## src/rtl/rgmii_tx_framer.sv

```systemverilog
// rgmii_tx_framer
//   RGMII transmit framer, single clock domain. Turns a valid/ready/last byte stream into
//   preamble + SFD + payload (zero-padded to a minimum length) followed by an inter-frame gap.
//   An underrun mid-frame is reported as TX_ER and the rest of the frame is discarded.
//   Outputs are rise/fall nibble + ctl pairs for downstream ODDR cells.
// Ports
//   clk, rst_n      transmit clock, asynchronous active-low reset
//   mode_gbe        1 = 1000 DDR byte mode, 0 = 10/100 nibble mode (latched at frame start)
//   tick            slot strobe; the framer only advances on cycles where tick is high
//   s_data/s_valid/s_last/s_ready   payload stream
//   txd_rise/txd_fall, ctl_rise/ctl_fall   RGMII data and control pairs
//   busy            framer is not idle
//   underrun        one-cycle pulse when a payload byte was missing at its slot
//   frame_count     frames completed without error, wraps
module rgmii_tx_framer #(
    parameter int unsigned PREAMBLE_BYTES  = 7,
    parameter int unsigned MIN_FRAME_BYTES = 60,
    parameter int unsigned IFG_BYTES       = 12,
    parameter int unsigned CNT_W           = 16
) (
    input  logic             clk,
    input  logic             rst_n,
    input  logic             mode_gbe,
    input  logic             tick,
    input  logic [7:0]       s_data,
    input  logic             s_valid,
    input  logic             s_last,
    output logic             s_ready,
    output logic [3:0]       txd_rise,
    output logic [3:0]       txd_fall,
    output logic             ctl_rise,
    output logic             ctl_fall,
    output logic             busy,
    output logic             underrun,
    output logic [CNT_W-1:0] frame_count
);
    localparam int unsigned LEN_W    = $clog2(MIN_FRAME_BYTES + 1);
    localparam int unsigned SLOT_MAX = (PREAMBLE_BYTES > IFG_BYTES) ? PREAMBLE_BYTES : IFG_BYTES;
    localparam int unsigned SLOT_W   = $clog2(SLOT_MAX + 1);
    localparam logic [LEN_W-1:0]  LEN_MIN  = LEN_W'(MIN_FRAME_BYTES);
    localparam logic [SLOT_W-1:0] PRE_LAST = SLOT_W'(PREAMBLE_BYTES - 1);
    localparam logic [SLOT_W-1:0] IFG_LAST = SLOT_W'(IFG_BYTES - 1);

    typedef enum logic [2:0] {StIdle, StPre, StSfd, StData, StPad, StDrop, StIfg} state_e;

    state_e            state_q;
    logic              gbe_q;
    logic              phase_q;   // nibble mode: 0 = low nibble, 1 = high nibble of the slot
    logic              last_q;
    logic [7:0]        data_q;
    logic [LEN_W-1:0]  len_q;     // payload+pad bytes sent, saturates at LEN_MIN
    logic [SLOT_W-1:0] slot_q;    // completed slots in PRE / IFG

    logic              cur_gbe;
    logic              slot_end;
    logic              accept;
    logic              byte_en;
    logic              byte_err;
    logic [7:0]        byte_v;
    logic [3:0]        nib;
    logic [LEN_W-1:0]  len_inc;

    always_comb begin
        // The frame-start tick already emits the first preamble slot, so use the live mode there.
        cur_gbe  = (state_q == StIdle) ? mode_gbe : gbe_q;
        slot_end = cur_gbe | phase_q;
        len_inc  = (len_q == LEN_MIN) ? len_q : len_q + 1'b1;
        s_ready  = (state_q == StDrop) | ((state_q == StData) & tick & (gbe_q | ~phase_q));
        accept   = s_valid & s_ready;
        busy     = (state_q != StIdle);

        byte_v   = 8'h00;
        byte_en  = 1'b0;
        byte_err = 1'b0;
        unique case (state_q)
            StIdle: begin
                if (s_valid) begin
                    byte_v  = 8'h55;
                    byte_en = 1'b1;
                end
            end
            StPre: begin
                byte_v  = 8'h55;
                byte_en = 1'b1;
            end
            StSfd: begin
                byte_v  = 8'hD5;
                byte_en = 1'b1;
            end
            StData: begin
                if (!gbe_q && phase_q) begin
                    byte_v  = data_q;
                    byte_en = 1'b1;
                end else if (s_valid) begin
                    byte_v  = s_data;
                    byte_en = 1'b1;
                end else begin
                    byte_err = 1'b1;
                end
            end
            StPad: begin
                byte_en = 1'b1;
            end
            default: begin
                byte_v = 8'h00;
            end
        endcase
        nib = phase_q ? byte_v[7:4] : byte_v[3:0];
    end

    always_ff @(posedge clk or negedge rst_n) begin
        if (!rst_n) begin
            state_q     <= StIdle;
            gbe_q       <= 1'b0;
            phase_q     <= 1'b0;
            last_q      <= 1'b0;
            data_q      <= 8'h00;
            len_q       <= '0;
            slot_q      <= '0;
            txd_rise    <= 4'h0;
            txd_fall    <= 4'h0;
            ctl_rise    <= 1'b0;
            ctl_fall    <= 1'b0;
            underrun    <= 1'b0;
            frame_count <= '0;
        end else begin
            underrun <= 1'b0;
            if (tick) begin
                txd_rise <= cur_gbe ? byte_v[3:0] : nib;
                txd_fall <= cur_gbe ? byte_v[7:4] : nib;
                ctl_rise <= byte_en | byte_err;
                ctl_fall <= byte_en;
                if (state_q != StIdle) begin
                    phase_q <= cur_gbe ? 1'b0 : ~phase_q;
                end
            end
            unique case (state_q)
                StIdle: begin
                    if (tick && s_valid) begin
                        state_q <= StPre;
                        gbe_q   <= mode_gbe;
                        phase_q <= ~mode_gbe;
                        last_q  <= 1'b0;
                        len_q   <= '0;
                        slot_q  <= mode_gbe ? SLOT_W'(1) : '0;
                    end
                end
                StPre: begin
                    if (tick && slot_end) begin
                        if (slot_q == PRE_LAST) begin
                            state_q <= StSfd;
                        end else begin
                            slot_q <= slot_q + 1'b1;
                        end
                    end
                end
                StSfd: begin
                    if (tick && slot_end) begin
                        state_q <= StData;
                    end
                end
                StData: begin
                    if (accept) begin
                        data_q <= s_data;
                        last_q <= s_last;
                        len_q  <= len_inc;
                        if (gbe_q && s_last) begin
                            slot_q <= '0;
                            if (len_inc == LEN_MIN) begin
                                state_q     <= StIfg;
                                frame_count <= frame_count + 1'b1;
                            end else begin
                                state_q <= StPad;
                            end
                        end
                    end else if (tick && (gbe_q || !phase_q)) begin
                        // Slot began with no byte available: error slot, then discard.
                        underrun <= 1'b1;
                        phase_q  <= 1'b0;
                        state_q  <= StDrop;
                    end else if (tick && last_q) begin
                        // Nibble mode: last byte's high nibble just went out.
                        slot_q <= '0;
                        if (len_q == LEN_MIN) begin
                            state_q     <= StIfg;
                            frame_count <= frame_count + 1'b1;
                        end else begin
                            state_q <= StPad;
                        end
                    end
                end
                StPad: begin
                    if (tick && slot_end) begin
                        len_q <= len_inc;
                        if (len_inc == LEN_MIN) begin
                            state_q     <= StIfg;
                            slot_q      <= '0;
                            frame_count <= frame_count + 1'b1;
                        end
                    end
                end
                StDrop: begin
                    if (s_valid && s_last) begin
                        state_q <= StIfg;
                        slot_q  <= '0;
                        phase_q <= 1'b0;
                    end
                end
                StIfg: begin
                    if (tick && slot_end) begin
                        if (slot_q == IFG_LAST) begin
                            state_q <= StIdle;
                        end else begin
                            slot_q <= slot_q + 1'b1;
                        end
                    end
                end
                default: begin
                    state_q <= StIdle;
                end
            endcase
        end
    end

endmodule

```

## config.mk

```make
export PLATFORM = sky130hd
export DESIGN_NAME = rgmii_tx_framer
export DESIGN_NICKNAME = d
export VERILOG_FILES = /design/src/rtl/rgmii_tx_framer.sv
export SDC_FILE = /design/constraint.sdc
export NUM_CORES = 1
export LEC_CHECK = 0
export ABC_AREA = 1
export CAP_MARGIN = 20
export CELL_PAD_IN_SITES_DETAIL_PLACEMENT = 1
export CELL_PAD_IN_SITES_GLOBAL_PLACEMENT = 1
export CORE_ASPECT_RATIO = 1.75
export CORE_UTILIZATION = 41
export CTS_BUF_LIST = sky130_fd_sc_hd__clkbuf_4
export DETAILED_ROUTE_END_ITERATION = 8
export GPL_TIMING_DRIVEN = 0
export PLACE_DENSITY_LB_ADDON = 0.1
export SLEW_MARGIN = 5
export SYNTH_ARGS = -nofsm -noshare
export SYNTH_HDL_FRONTEND = slang
export SYNTH_SLANG_ARGS = --single-unit
```

## constraint.sdc

```tcl
create_clock -name clk -period 2.5 [get_ports clk]
set_input_delay 0.75 -clock clk [delete_from_list [all_inputs] [get_ports clk]]
set_output_delay 0.75 -clock clk [all_outputs]
set_load 0.02 [all_outputs]
```

## Word level (Yosys, flattened, before mapping)

Index checks and enable logic that the tools add are counted.

- Bits in registers: 51
- Output and inout port bits: 29
- Input port bits: 14
- Word-level logic and storage cells: 147

- Add/subtract/negate cells: 3
- Reductions and logical operators: 24
- Mux-type cells: 71
- Eq/ne operators: 27
- Bitwise operators: 9

Operators with widths:

| cell | count |
|---|---|
| 16-bit two-way mux | 7 |
| 4-bit two-way mux | 15 |
| 3-bit two-way mux | 13 |
| 16-bit case mux with 2 select lines | 1 |
| 8-bit case mux with 4 select lines | 1 |
| 6-bit two-way mux | 4 |
| 4-bit case mux with 6 select lines | 1 |
| 3-bit case mux with 7 select lines | 1 |
| 2-bit != test, second input constant | 10 |
| 1-bit two-way mux | 19 |
| 6-bit case mux with 3 select lines | 1 |
| 16-bit by 1-bit adder with 16-bit output, second input constant | 1 |
| 8-bit two-way mux | 2 |
| 6-bit equality test, second input constant | 2 |
| 12-bit AND reduction | 1 |
| 11-bit AND reduction | 1 |
| 3-bit equality test, second input constant | 3 |
| 1-bit logical AND | 7 |
| 7-bit two-way mux | 1 |
| 6-bit by 1-bit adder with 6-bit output, second input constant | 1 |
| 3-bit by 2-bit equality test with 1-bit output, second input constant | 2 |
| 3-bit by 2-bit != test with 1-bit output, second input constant | 2 |
| 3-bit != test, second input constant | 2 |
| 1-bit case mux with 3 select lines | 2 |
| other kinds (22) | 34 |

## Longest topological paths before layout

Gate-level depths: netlist of run 1.

- Word-level depth: 8
- Mapped depth: 16
- Gate-level depth less buffers: 15

## Worst setup path before layout of run 1

OpenSTA, ideal clock, no wires.

- Path kind: input -> register
- From: in tick
- To: reg frame_count[13]
- Stages on the path: 13
- Data arrival time: 2.202 ns
- Library setup time: 0.113 ns
- Path buffers: 2
- Setup slack: 0.185 ns
- Path through: buf_2 > nand2_1 > o21ai_2 > nand2_2 > nand3_1 > nand2_1 > nor2_4 > nand2_4 > buf_6 > nor2_4 > nand3_1 > nand2_1 > inv_1

- Longest elaborated chain between the ends: 6

Ends and longest elaborated chain:

| element | RTL line | source |
|---|---|---|
| from (decl) | 24 | `input logic tick,` |
| 1-bit AND (*) (2 in a row) | 68 | `s_ready = (state_q == StDrop) \| ((state_q == StData) & tick & (gbe_q \| ~phase_q));` |
| 1-bit OR (*) | 68 |  |
| named net s_ready | 28 | `output logic s_ready,` |
| 1-bit AND (*) | 69 | `accept = s_valid & s_ready;` |
| 3-bit != test (no source line), or another cell as far along | - |  |
| 6-bit AND reduction (no source line) or 16-bit case mux with 2 select lines (tied branches) | - |  |
| to (signal assigned) | 171 | `frame_count <= frame_count + 1'b1;` |
| to (signal assigned) | 186 | `frame_count <= frame_count + 1'b1;` |
| to (signal assigned) | 198 | `frame_count <= frame_count + 1'b1;` |
| to (decl) | 35 | `output logic [CNT_W-1:0] frame_count` |

The timed path passes the listed nets; every way through them passes the cells marked *.
A chain may end at the register's enable or synchronous reset.

## Worst setup path after layout of run 1

- From: reg state_q[2]
- To: out s_ready

- Longest elaborated chain between the ends: 4

Ends and longest elaborated chain:

| element | RTL line | source |
|---|---|---|
| from (decl) | 46 | `state_e state_q;` |
| from (signal assigned) | 113 | `state_q <= StIdle;` |
| from (signal assigned) | 140 | `state_q <= StPre;` |
| from (signal assigned) | 151 | `state_q <= StSfd;` |
| 3-bit by 2-bit equality test with 1-bit output | 68 |  |
| 1-bit AND (2 in a row) | 68 |  |
| 1-bit OR (*) | 68 |  |
| to (decl) | 28 |  |

Mark *: on every way between the ends. The rest lies on a longest branch, timed or not.

==> implementation parameters, run 1 <==
Parameter                              Value

Global route
  Wire length of the first global-routing pass ... 13.97 mm
  Antenna violations before repair ... 0
  Overflow left after global routing ... 0
  Pin count of the biggest net entering global routing ... 35
  Global router's overall resource usage ... 23.51%
  Number of global-route vias before repair ... 3122

Finish
  Ratio of cells with drive above 1 in the final layout ... 10.08%
  Highest-count cells in the layout ignoring fill and taps ... sky130_fd_sc_hd__nand2_1 (104), sky130_fd_sc_hd__inv_1 (63), sky130_fd_sc_hd__dfrtp_1 (51)
  Final #Nets ... 494
  Number of fill cells in the layout ... 933
  Antenna cell count ... 0
  Syn-to-layout area delta ... 20.31%
  Leading cell type in the layout, fill and taps excluded ... sky130_fd_sc_hd__nand2_1

Power and ir drop
  Internal power ... 0.001982 W
  Largest voltage drop on the vdd net ... 0.6266 mV
  Switching share of power ... 48.28%
  Part of the total power dissipated in the clock network ... 10.1%
  Power density over cell area ... 1032 mW/mm2
  Part of the total power dissipated in combinational logic ... 55.5%
  Net switching power ... 0.001850 W
  Leakage power ... 1.759 nW
  Final total power ... 0.003832 W
  Seq pwr share ... 34.4%

Detailed routing
  Initial detailed-routing violation count ... 92
  Wire per inst ... 15.17 um
  Number of detailed-route iterations in the first pass ... 4
  Routed wire length ... 8.525 mm
  Detailed-route DRC error count ... 0
  ANT nets after route ... 0
  Via-to-Cell Ratio ... 5.304
  Total number of vias ... 2981

Placement
  Final weighted congestion in routability-driven placement ... 0.8790
  Count of input and output buffers ... 40
  DP Wirelength ... 6.567 mm

Clocking
  Number of buffers added to fix hold violations after cts ... 0
  CTS H-tree depth ... 2
  Maximum buffer depth of the clock tree ... 2
  Reg clk slew, reported paths ... 0.16 ns
  TritonCTS clock tree ... built
  Skew-Pair Late Insertion Delay ... 0.40 ns
  Sinks on Clock Net ... 51
  Number of buffers added by the clock tree synthesis step ... 5
  Buffer type at the clock tree root ... sky130_fd_sc_hd__clkbuf_4

STA
  Worst Max-Slew Pin Slew ... 0.6023 ns
  Final count of hold timing violations ... 0
  Count of final max-slew check failures ... 0
  Unrepaired setup endpoints after global routing ... yes
  Maximum achievable frequency ... 411.3 MHz
  Setup clock skew after layout ... 0.01950 ns
  Normalized max-slew margin ... 59.70%
  Setup violators final ... 0
  Post-layout minimum cycle time ... 2.431 ns
  Final critical-path share of the clock period ... 97.24%
  Final-layout worst hold slack ... 0.2674 ns

Floorplanning
  Effective utilization at floorplan ... 42.67%
  Area of the die ... 0.007893 mm2
  CORE AREA ... 0.007233 mm2
  Row count ... 41
  I/O Pins ... 43
  Width of the chip ... 67.59 um
  Die height ... 116.8 um

Critical path
  Largest incremental delay on the critical path ... 0.41 ns
  FF-to-FF setup slack ... 0.23 ns
  Crit path max-delay cell type ... sky130_fd_sc_hd__dfrtp_1
  Worst EP arrival ... 1.68 ns
  Buffers and inverters on the worst path ... 3
  Data required time of the critical path ... 1.75 ns
  Classification of the worst setup path ... flip-flop to output port
  Critical-path maximum fanout ... 8
  Startpoint types ... flip-flop
  Kind of cell adding the most delay to the critical path ... buffers and inverters
  Series of cell instances along the critical path ... buf_6, inv_1, nand3_2, o21ai_2, clkdlybuf4s15_2
  Nature of the critical path endpoint ... output port

Synthesis
  Synthesized area ... 0.003087 mm2
  Average cell area after synthesis ... 7.297 um2
  Primary flip-flop cell chosen by synthesis mapping ... sky130_fd_sc_hd__dfrtp_1
  Distinct cell type count after synthesis ... 38
  Synth warnings ... 0
  Ys async rst share ... 100.0%
  Sequential element share of the synthesized area ... 41.35%
  Syn_nets ... 442
  Synthesized instance count ... 423
  Number of synthesized register bits ... 51
  Count of flip-flops with a built-in enable after synthesis ... 0

Worst hold path
  Classification of the worst-slack hold path ... primary input to async pin

Run status
  Run status ... finished clean

Job
  Number of maximum-capacitance violations ... 0
==> path summary, 6_finish.rpt <==
kind | from | to | depth (start not counted)
worst max-delay path | state_q[2] | s_ready | 5
worst min register to register | data_q[6] | data_q[6] | 2
worst min-delay path | rst_n | slot_q[0] | 1
max in group asynchronous | rst_n | frame_count[8] | 2
min in group clk | data_q[6] | data_q[6] | 2
worst max register to register | len_q[0] | state_q[0] | 14
==> final cells by class <==
class,instances,area (um2),share of cell area [%]
multi-input cells,296,1514,40.77
flip-flops and latches,51,1276,34.37
repair buffers,45,445.4,11.99
inverters,67,251.5,6.772
well taps,86,107.6,2.898
plain buffers,9,66.31,1.786
clock buffers,5,37.54,1.011
clock inverters,3,15.01,0.4043
==> power by group through the flow <==
stage | Sequential [W] | Combinational [W] | Clock (W)
after detailed placement | 0.00133 | 0.00206 | 0
after floorplan | 0.00144 | 0.00122 | 0
after CTS | 0.00132 | 0.00208 | 0.000404
after global placement | 0.00132 | 0.00201 | 0
final | 0.00132 | 0.00213 | 0.000387
after global routing | 0.00135 | 0.00236 | 0.000428
==> timing repair <==
action / 4_1_cts / 5_1_grt
setup endpoints to repair: 2 / 18
gates resized for setup: 6 / 4
pin swaps: 0 / 1
endpoints found under the hold margin: 0 / 0
buffers inserted: 0 / 4
==> state kept, by name (all words and copies together), names as in the netlist <==
register     cells
ctl_fall         1
ctl_rise         1
data_q           8
frame_count     16
gbe_q            1
last_q           1
len_q            6
phase_q          1
slot_q           4
state_q          3
txd_fall         4
txd_rise         4
underrun         1
==> Yosys cell counts, types with 2 or more instances <==
master | number | share of area, %
sky130_fd_sc_hd__nor2_2 | 5 | 1.0
sky130_fd_sc_hd__clkinv_1 | 2 | 0.24
sky130_fd_sc_hd__dfrtp_1 | 51 | 41
sky130_fd_sc_hd__nor2_1 | 40 | 4.9
sky130_fd_sc_hd__nand2_1 | 105 | 13
sky130_fd_sc_hd__xor2_1 | 9 | 2.6
sky130_fd_sc_hd__o211ai_1 | 3 | 0.73
sky130_fd_sc_hd__nand4_1 | 9 | 1.8
sky130_fd_sc_hd__nand2_2 | 3 | 0.61
sky130_fd_sc_hd__buf_2 | 2 | 0.32
sky130_fd_sc_hd__nor3_1 | 8 | 1.3
sky130_fd_sc_hd__a21oi_1 | 14 | 2.3
sky130_fd_sc_hd__nand3_1 | 25 | 4.1
sky130_fd_sc_hd__ha_1 | 5 | 2.0
sky130_fd_sc_hd__nor2_4 | 2 | 0.73
sky130_fd_sc_hd__o22ai_1 | 11 | 2.2
sky130_fd_sc_hd__nand2_4 | 2 | 0.73
sky130_fd_sc_hd__nand3_2 | 2 | 0.65
sky130_fd_sc_hd__a211oi_1 | 2 | 0.49
sky130_fd_sc_hd__inv_2 | 2 | 0.24
sky130_fd_sc_hd__or2_2 | 2 | 0.41
sky130_fd_sc_hd__buf_4 | 2 | 0.49
sky130_fd_sc_hd__o21ai_1 | 4 | 0.65
sky130_fd_sc_hd__inv_1 | 63 | 7.7
sky130_fd_sc_hd__o21ai_0 | 34 | 5.5
sky130_fd_sc_hd__buf_6 | 3 | 1.1
sky130_fd_sc_hd__clkbuf_1 | 2 | 0.24
==> per-layer routing <==
layer / global-route usage (%) / share of wire [%] / up-vias / wire [um]
li1: - / - / 1466 / -
met1: 25.67 / 40 / 1439 / 3450
met2: 42.38 / 53 / 56 / 4529
met3: 4.554 / 3.1 / 20 / 268
met4: 10.50 / 3.2 / 0 / 276
met5: 0 / 0 / - / 0
==> stage by stage <==
step / setup TNS, ns / instances / utilization [%] / setup WS (ns) / instance area, um2
after floorplan: 0 / 423 / - / 0.1850 / 3087
after global placement: -54.08 / 549 / 49.70 / -0.9860 / 3595
after detailed placement: -4.829 / 550 / 49.90 / -0.3390 / 3610
after CTS: 0 / 558 / 50.74 / 0.02126 / 3670
after global routing: -0.02872 / 562 / 51.34 / -0.02268 / 3714
final: 0 / 562 / 51.34 / 0.06896 / 3714
==> kinds of logic (layout without fill, tap and decap cells) <==
family	Yosys count	in the layout	synth area share [%]
AND/OR/NAND/NOR	206	206	29.79
flip-flops	51	51	41.35
AO/OA/AOI/OAI	76	76	13.99
adder cells (fa/ha/maj)	5	5	2.027
buffers and inverters	76	129	10.30
XOR/XNOR	9	9	2.554
Note: power is estimated with default switching activity, not from simulation.
==> run 2: changes to the inputs <==
--- a/config.mk
+++ b/config.mk
@@ -15,6 +15,7 @@
 export DETAILED_ROUTE_END_ITERATION = 8
 export GPL_TIMING_DRIVEN = 0
 export PLACE_DENSITY_LB_ADDON = 0.1
+export RECOVER_POWER = 25
 export SLEW_MARGIN = 5
 export SYNTH_ARGS = -nofsm -noshare
 export SYNTH_HDL_FRONTEND = slang
==> constraint.sdc (replaced) <==
create_clock -name clk -period 2.3 [get_ports clk]
set_input_delay 0.69 -clock clk [delete_from_list [all_inputs] [get_ports clk]]
set_output_delay 0.69 -clock clk [all_outputs]
set_load 0.02 [all_outputs]
==> run 2 against run 1 <==
  * Non-clock buffer count rose by 4
  * Sequential share of layout area decreased by 0.60 points
  * Register-to-register slack lost 0.07 ns
  * Die area is the same
  * Utilization rose by 1.0 points
  * Sequential power grew 9%
  * Worst setup slack lost 0.041 ns
  * Final area rose by 2.0%
  * Largest cell class unchanged
  * Highest routed layer unchanged
==> implementation parameters, run 2 (synthesis gave the netlist of run 1 again) <==
Parameter                              Value

Worst hold path
  Classification of the worst-slack hold path ... primary input to async pin

Clocking
  Maximum buffer depth of the clock tree ... 2
  Buffer type at the clock tree root ... sky130_fd_sc_hd__clkbuf_4
  CTS H-tree depth ... 2
  Number of buffers added to fix hold violations after cts ... 0
  Reg clk slew, reported paths ... 0.16 ns
  TritonCTS clock tree ... built
  Number of buffers added by the clock tree synthesis step ... 5
  Skew-Pair Late Insertion Delay ... 0.40 ns
  Sinks on Clock Net ... 51

Run status
  Run status ... finished clean

Finish
  Core utilization of the finished layout ... 52.36%
  Leading registers by flop count ... frame_count (16), data_q (8), len_q (6)
  Antenna cell count ... 0
  Highest-count cells in the layout ignoring fill and taps ... sky130_fd_sc_hd__nand2_1 (103), sky130_fd_sc_hd__inv_1 (63), sky130_fd_sc_hd__dfrtp_1 (49)
  Top reg by flops ... frame_count
  Number of flip-flops under the largest register name ... 16
  Final #Nets ... 498
  Ratio of cells with drive above 1 in the final layout ... 13.13%
  Syn-to-layout area delta ... 22.70%
  Leading cell type in the layout, fill and taps excluded ... sky130_fd_sc_hd__nand2_1
  Filler-free cell count of the finished design ... 566

Placement
  Count of input and output buffers ... 40
  DP Wirelength ... 6.567 mm
  Placed Cells incl. Taps ... 550
  Final weighted congestion in routability-driven placement ... 0.8790
  Worst setup slack after placement ... -0.4790 ns

Critical path
  Nature of the critical path endpoint ... output port
  Worst reg2reg startpoint ... state_q[2]
  Data required time of the critical path ... 1.61 ns
  Classification of the worst setup path ... flip-flop to output port
  Worst EP arrival ... 1.58 ns
  Startpoint types ... flip-flop
  Critical-path maximum fanout ... 8
  FF-to-FF setup slack ... 0.16 ns
  Worst Reg-to-Reg Cells ... 10
  Terminus of the critical flop-to-flop path ... len_q[3]

STA
  Final count of hold timing violations ... 0
  Count of final max-slew check failures ... 0
  Unrepaired setup endpoints after global routing ... yes
  Worst Max-Slew Pin Slew ... 1.026 ns
  Final-layout worst hold slack ... 0.4119 ns
  Post-layout minimum cycle time ... 2.272 ns
  Maximum achievable frequency ... 440.0 MHz
  Setup violators final ... 0
  Normalized max-slew margin ... 31.61%
  Post-route setup slack ... 0.02752 ns
  Final critical-path share of the clock period ... 98.80%
  Setup TNS ... 0 ns
  Setup clock skew after layout ... 0.01990 ns

Detailed routing
  Via-to-Cell Ratio ... 5.251
  Wire per inst ... 15.24 um
  Number of detailed-route iterations in the first pass ... 4
  Routed wire length ... 8.628 mm
  Detailed-route DRC error count ... 0
  Initial detailed-routing violation count ... 78
  Total number of vias ... 2972
  ANT nets after route ... 0

Global route
  Pin count of the biggest net entering global routing ... 35
  Global router's overall resource usage ... 23.51%
  Number of global-route vias before repair ... 3123
  Wire length of the first global-routing pass ... 13.97 mm
  Overflow left after global routing ... 0
  Antenna violations before repair ... 0

Floorplanning
  Row count ... 41
  Width of the chip ... 67.59 um
  I/O Pins ... 43
  Effective utilization at floorplan ... 42.67%
  Die height ... 116.8 um
  Area of the die ... 0.007893 mm2
  CORE AREA ... 0.007233 mm2

Power and ir drop
  Power density over cell area ... 1137 mW/mm2
  Leakage power ... 1.768 nW
  Largest voltage drop on the vdd net ... 0.7548 mV

Job
  Number of maximum-capacitance violations ... 0
==> run 2: cell types whose count changed in the layout (fill, tap and decap cells not counted), moves of 2 or more <==
cell	before	now
sky130_fd_sc_hd__buf_4	6	9
sky130_fd_sc_hd__dfrtp_1	51	49
sky130_fd_sc_hd__dfrtp_2	0	2
sky130_fd_sc_hd__nand3_4	0	2
sky130_fd_sc_hd__nor2_1	38	33
sky130_fd_sc_hd__nor2_2	7	11
==> run 2: critical path: stages, from the launching register on <==
cell	delay [ns]
sky130_fd_sc_hd__dfrtp_1	0.41
sky130_fd_sc_hd__buf_6	0.13
sky130_fd_sc_hd__inv_1	0.13
sky130_fd_sc_hd__nand3_4	0.15
sky130_fd_sc_hd__o21ai_2	0.18
sky130_fd_sc_hd__buf_2	0.19
==> run 2: final cells by class <==
cell class / count / area (um2)
Clock buffer: 5 / 37.54
Timing Repair Buffer: 49 / 449.2
Sequential cell: 51 / 1279
Inverter: 67 / 255.2
Buffer: 9 / 70.07
Clock inverter: 3 / 15.01
Fill cell: 931 / 3446
Multi-Input combinational cell: 296 / 1574
Tap cell: 86 / 107.6
==> run 2: how the worst max path moves through the flow <==
| stage | end | slack, ns | start |
|---|---|---|---|
| global route | s_ready | -0.06 | state_q[2] |
| finish | s_ready | 0.03 | state_q[2] |
| CTS | s_ready | -0.12 | state_q[2] |
| global placement | frame_count[3] | -1.13 | rst_n |
| floorplan | frame_count[13] | 0.05 | tick |
| detailed placement | len_q[3] | -0.48 | mode_gbe |
==> run 2: repair_timing <==
item | CTS | global route
setup endpoints to repair | 23 | 33
cloned | 0 | 0
gates resized for setup | 10 | 22
buffers inserted | 1 | 7
pin swaps | 0 | 3
==> run 2: power by group <==
group          switching (W)  internal, W  total [W]
clock               0.000310     0.000115   0.000425
combinational        0.00152     0.000926    0.00244
sequential          0.000256      0.00118    0.00144
==> run 2: stage by stage <==
| step | total power (W) | cell area (um2) |
|---|---|---|
| 2_1_floorplan | 0.002884 | 3087 |
| 6_report | 0.004304 | 3787 |
| 4_1_cts | 0.004156 | 3686 |
| 5_1_grt | 0.004652 | 3787 |
| 3_3_place_gp | 0.003624 | 3595 |
| 3_5_place_dp | 0.003689 | 3610 |
==> run 2: per-layer routing <==
| layer | up-vias | track usage [%] | share of wire, % |
|---|---|---|---|
| met5 | - | 0 | 0 |
| met3 | 14 | 4.554 | 3.1 |
| li1 | 1478 | - | - |
| met2 | 43 | 42.38 | 54 |
| met1 | 1437 | 25.67 | 41 |
| met4 | 0 | 10.50 | 2.5 |
